**src/rtl/pipeline_sink.sv**
```systemverilog
// pipeline_sink: receiving end of a valid/ready value stream.
// Presents a rotating backpressure pattern on o_ready and checks accepted
// values against an incrementing sequence, counting beats and mismatches.
// Optional watchdog: define PIPELINE_SINK_TIMEOUT_EN to end a stalled run
// after 2^TIMEOUT_BITS-1 cycles without an accept.
//
// state | meaning
// IDLE  | waiting for i_start; results of last run held
// RECV  | run active, ready driven from the rotating pattern
// DONE  | one-cycle end-of-run pulse, then back to IDLE

module pipeline_sink #(
    parameter int VALUE_BITS   = 8,
    parameter int COUNT_BITS   = 16,
    parameter int PATTERN_BITS = 8,
    parameter int TIMEOUT_BITS = 10
) (
    input  logic                    clock,
    input  logic                    reset,
    input  logic                    i_start,
    input  logic [VALUE_BITS-1:0]   i_seed,
    input  logic [COUNT_BITS-1:0]   i_length,
    input  logic [PATTERN_BITS-1:0] i_pattern,
    input  logic [VALUE_BITS-1:0]   i_value,
    input  logic                    i_valid,
    output logic                    o_ready,
    output logic                    o_busy,
    output logic                    o_done,
    output logic [COUNT_BITS-1:0]   o_count,
    output logic [COUNT_BITS-1:0]   o_errors,
    output logic [VALUE_BITS-1:0]   o_err_value,
    output logic                    o_timeout
);

    localparam logic [1:0] ST_IDLE = 2'd0;
    localparam logic [1:0] ST_RECV = 2'd1;
    localparam logic [1:0] ST_DONE = 2'd2;

    localparam logic [COUNT_BITS-1:0] ONE_C = COUNT_BITS'(1);
    localparam logic [VALUE_BITS-1:0] ONE_V = VALUE_BITS'(1);

    logic [1:0]              state;
    logic [PATTERN_BITS-1:0] pattern;
    logic [PATTERN_BITS-1:0] pattern_rot;
    logic [PATTERN_BITS-1:0] pattern_load;
    logic [VALUE_BITS-1:0]   expected;
    logic [VALUE_BITS-1:0]   err_value;
    logic [COUNT_BITS-1:0]   length;
    logic [COUNT_BITS-1:0]   count;
    logic [COUNT_BITS-1:0]   errors;
    logic                    ready;
    logic                    accept;
    logic                    last_beat;
    logic                    mismatch;

`ifdef PIPELINE_SINK_TIMEOUT_EN
    logic [TIMEOUT_BITS-1:0] wd;
    logic                    wd_expire;
    logic                    timeout;

    // Watchdog fires on the cycle that would take it to all-ones.
    always_comb begin
        wd_expire = (wd == {{(TIMEOUT_BITS-1){1'b1}}, 1'b0});
    end

    assign o_timeout = timeout;
`else
    // No watchdog in this build; the width parameter has no effect here.
    assign o_timeout = (TIMEOUT_BITS < 0);
`endif

    // Handshake, pattern rotation and end-of-run decode.
    always_comb begin
        pattern_rot  = {pattern[0], pattern[PATTERN_BITS-1:1]};
        pattern_load = (i_pattern == '0) ? '1 : i_pattern;
        accept       = (state == ST_RECV) && i_valid && ready;
        last_beat    = (count == (length - ONE_C));
        mismatch     = (i_value != expected);
    end

    // Run sequencing, ready generation and result accumulation.
    always_ff @(posedge clock) begin
        if (reset) begin
            state     <= ST_IDLE;
            pattern   <= '0;
            expected  <= '0;
            length    <= '0;
            count     <= '0;
            errors    <= '0;
            err_value <= '0;
            ready     <= 1'b0;
`ifdef PIPELINE_SINK_TIMEOUT_EN
            wd        <= '0;
            timeout   <= 1'b0;
`endif
        end else begin
            case (state)
                ST_IDLE: begin
                    ready <= 1'b0;
                    if (i_start) begin
                        expected  <= i_seed;
                        length    <= i_length;
                        count     <= '0;
                        errors    <= '0;
                        err_value <= '0;
`ifdef PIPELINE_SINK_TIMEOUT_EN
                        wd        <= '0;
                        timeout   <= 1'b0;
`endif
                        if (i_length == '0) begin
                            state <= ST_DONE;
                        end else begin
                            // ready always mirrors pattern bit0 while receiving
                            state   <= ST_RECV;
                            pattern <= pattern_load;
                            ready   <= pattern_load[0];
                        end
                    end
                end
                ST_RECV: begin
                    pattern <= pattern_rot;
                    ready   <= pattern_rot[0];
                    if (accept) begin
                        count    <= count + ONE_C;
                        expected <= expected + ONE_V;
                        if (mismatch) begin
                            if (errors != '1) errors <= errors + ONE_C;
                            if (errors == '0) err_value <= i_value;
                        end
                        if (last_beat) begin
                            state <= ST_DONE;
                            ready <= 1'b0;
                        end
`ifdef PIPELINE_SINK_TIMEOUT_EN
                        wd <= '0;
`endif
                    end
`ifdef PIPELINE_SINK_TIMEOUT_EN
                    else if (wd_expire) begin
                        state   <= ST_DONE;
                        ready   <= 1'b0;
                        timeout <= 1'b1;
                    end else begin
                        wd <= wd + 1'b1;
                    end
`endif
                end
                ST_DONE: begin
                    state <= ST_IDLE;
                    ready <= 1'b0;
                end
                default: begin
                    state <= ST_IDLE;
                    ready <= 1'b0;
                end
            endcase
        end
    end

    assign o_ready     = ready;
    assign o_busy      = (state == ST_RECV);
    assign o_done      = (state == ST_DONE);
    assign o_count     = count;
    assign o_errors    = errors;
    assign o_err_value = err_value;

endmodule
```
**config.mk**
```make
export PLATFORM = sky130hd
export DESIGN_NAME = pipeline_sink
export DESIGN_NICKNAME = d
export VERILOG_FILES = /design/src/rtl/pipeline_sink.sv
export SDC_FILE = /design/constraint.sdc
export NUM_CORES = 1
export LEC_CHECK = 0
export BUFFER_PORTS_ARGS = -buffer_cell sky130_fd_sc_hd__buf_2
export CORE_AREA = 5 5 98 100
export DETAILED_ROUTE_END_ITERATION = 7
export DIE_AREA = 0 0 103 105
export PLACE_DENSITY = 0.77
export SLEW_MARGIN = 20
export SYNTH_ARGS = -nofsm -noshare
export SYNTH_HDL_FRONTEND = slang
export SYNTH_SLANG_ARGS = --single-unit
```
**constraint.sdc**
```tcl
create_clock -name clock -period 4.2 [get_ports clock]
set_input_delay 0.21 -clock clock [delete_from_list [all_inputs] [get_ports clock]]
set_output_delay 0.21 -clock clock [all_outputs]
set_load 0.005 [all_outputs]
```
==> results.txt <==
----------------------------------------------------
[Setup path]
  Worst Setup End Kind ... register
  Endpoint of the worst register-to-register path ... o_errors[2]
  Worst flop-to-flop path startpoint ... state[1]
  Critical path class ... reg -> reg
  Reg-to-reg slack, setup ... 1440 ps
  Maximum fanout encountered on the critical timing path ... 23
  Data required time of the worst path ... 4440 ps
  CP Launch Type ... register
  Worst R2R Path Depth ... 7
  Crit path to ... o_errors[2]
  Launch point of the worst path ... state[1]
  Arrival time at the worst endpoint ... 3000 ps

[Yosys]
  Ys flop type ... dfxtp_1
  Most frequently used cell type in the post-synthesis netlist ... dfxtp_1
  Post-synth EDFFs ... 0
  Synth top cells by count ... dfxtp_1 (75), nand2_1 (64), nor2_1 (63)
  Cells taking the most area after synthesis ... dfxtp_1 (36%), xnor2_1 (6.5%), nand2_1 (5.8%), nor2_1 (5.7%), a21oi_1 (5.7%)
  Per-instance average area after synthesis ... 7.87 µm²
  Number of cells produced by synthesis ... 527
  Fraction of post-synthesis cell area in the top cell type by area ... 36.2%
  Post-synthesis instance area ... 4150 µm²
  Number of distinct library cells after synthesis ... 63
  Synth warnings ... 0
  Net Count, Synth ... 576
  Share of synthesized flip-flops with an asynchronous set or reset ... 0%
  Sequential area share after synthesis ... 36.2%
  Synth area leader ... dfxtp_1
  Post-synthesis sequential element count ... 75

[Global route]
  Global-route usage over all layers ... 20.2%
  Congestion Overflow GR ... 0
  First-pass GRT wire length ... 18.0 mm
  Largest net degree at the start of global routing ... 52
  Initial antenna violation count ... 0
  Number of global-route vias before repair ... 3,834

[Placement]
  Half-perimeter wire length after detailed placement ... 8.00 mm
  Port-buffer cells ... 86
  Placed instance count ... 694
  Weighted congestion at the end of routability-driven global placement ... 0.906

[Floorplan]
  Area enclosed by the die boundary ... 10,800 µm²
  Initial core utilization ... 48.3%
  X dimension of the die ... 103 µm
  Die span in y ... 105 µm
  Total I/O pin count ... 88
  Row count ... 34
  Area of the core ... 8590 µm²

[Flow run]
  Max-cap check violation count ... 0

[Timing]
  Slew at the pin closest to its max-slew limit ... 1040 ps
  Count of final hold-check violations ... 0
  Final period utilization ... 65.7%
  Setup repair after global routing missed its margin ... false
  Setup_tns ... 0 ps
  # setup viols final ... 0
  Headroom to the max-slew limit ... 30.9%
  Final clock skew ... 9.00 ps
  Final hold slack ... 112 ps
  Highest clock frequency the design can meet ... 363 MHz
  Final min period ... 2760 ps
  Final number of max-transition violations ... 0

[Power and ir drop]
  LEAKAGE ... 0.00197 µW
  Maximum vdd ir drop ... 0.176 mV
  Power density relative to cell area ... 344 nW/µm²

[Cells and area]
  Number of cells in the finished layout apart from fillers ... 709
  Net total in the final layout ... 646
  Area overhead of the layout relative to synthesis ... 16.7%
  Fraction of final layout cells sized beyond drive strength 1 ... 19.8%
  Post-layout util ... 56.3%
  Total area of multi-input combinational cells ... 2470 µm²
  Combined flip-flop and latch cell area ... 1500 µm²
  Number of inserted diodes ... 0
  Filler cell count in the final layout ... 824

[Drt]
  Ratio of routed vias to standard cells ... 5.82
  Vias post-DR ... 4,129
  Violation count after the first detailed-routing iteration ... 240
  Final wirelength ... 11.0 mm
  Total iterations of the first detailed-routing run ... 5
  Post-DR wirelength/cell ... 15.5 µm
  DRC violation count after routing ... 0
  Final antenna-violating net count ... 0

[Clocking]
  Hold-fix buffer count after cts ... 0
  CTS HTree Levels ... 3
  CTS root buffer ... clkbuf_8
  Clock latency at the later pin of the worst-skew pair ... 340 ps
  Clk pin slew, worst setup/hold paths ... 80 ps
  Longest Clk Path Bufs ... 2
  Clock sinks ... 75
  CTS tree ... built
  Number of clock buffers inserted by TritonCTS ... 9
  Resize count post-CTS ... 0
  Post-CTS Repair Setup Buffers ... 0

[Run status]
  Result of the run ... complete, no violations

[Hold path]
  Worst min-delay path class ... in -> reg

----------------------------------------------------
cell type report:
class	instances	share of cell area (%)
Timing Repair Buffer	90	9.51
Tap cell	108	2.79
Multi-Input combinational cell	410	51.1
Inverter	11	0.853
Clock inverter	5	2.12
Sequential cell	75	31.0
Clock buffer	10	2.64
power breakdown:
group | leakage (µW) | internal [µW] | switching [µW] | total, µW
clock | 0.000112 | 391 | 264 | 655
sequential | 0.000611 | 737 | 33.1 | 770
combinational | 0.00124 | 104 | 136 | 240
total | 0.00197 | 1230 | 433 | 1670
worst max-delay path, cell delays in order, from the launching register on:
cell	delay, ps
dfxtp_1	550
nand2b_1	170
buf_4	240
inv_1	340
and4_1	410
a31oi_1	580
a21oi_1	140
a31o_2	230
per-stage QoR:
| stage | setup slack, ps | cell area (µm²) | total power [µW] |
|---|---|---|---|
| 4_1_cts | 1440 | 4840 | 1680 |
| 3_3_place_gp | 1630 | 4610 | 1010 |
| 2_1_floorplan | 2020 | 4150 | 951 |
| 3_5_place_dp | 1440 | 4610 | 1020 |
| 5_1_grt | 1270 | 4840 | 1740 |
| 6_report | 1440 | 4840 | 1670 |
worst min-delay path by stage:
stage / to / startpoint / depth (start not counted) / slack (ps)
floorplan: length[4] / i_length[4] / 2 / 350
global placement: o_err_value[7] / o_err_value[7] / 2 / 450
detailed placement: o_err_value[7] / o_err_value[7] / 2 / 460
CTS: length[13] / i_length[13] / 3 / 100
global route: length[0] / i_length[0] / 3 / 110
finish: length[13] / i_length[13] / 3 / 110
cell usage in the layout (no fill, tap or decap), types with 9 or more instances in the layout:
cell / n
nor4_1: 24
clkbuf_8: 9
nand4_1: 16
xnor2_1: 31
xor2_1: 12
nand3_1: 22
buf_2: 86
dfxtp_1: 75
nor2_1: 63
a21oi_1: 47
o21ai_0: 17
nand2_1: 64
or3_1: 10
inv_1: 11
nand2b_1: 12
flip-flops by register name (all words and copies together) (netlist names):
name         count
expected         8
length          16
o_count         16
o_err_value      8
o_errors        16
o_ready          1
pattern          8
state            2
metal layers:
| metal | up-vias | GRT usage, % | share of wire, % |
|---|---|---|---|
| li1 | 2011 | - | - |
| met1 | 1928 | 26.8 | 43 |
| met2 | 167 | 31.6 | 46 |
| met3 | 23 | 4.33 | 8.3 |
| met4 | 0 | 7.86 | 2.3 |
| met5 | - | 0 | 0 |
kinds of logic after synthesis:
logic type | synth area share, %
adders and majority gates | 1.51
muxes | 1.93
AOI/OAI and AO/OA | 15.1
DFF | 36.2
buffers and inverters | 4.16
and+or+nand+nor | 31.9
xor gates and xnor gates | 9.08
other | 0.0904
(Power assumes the default switching activity.)
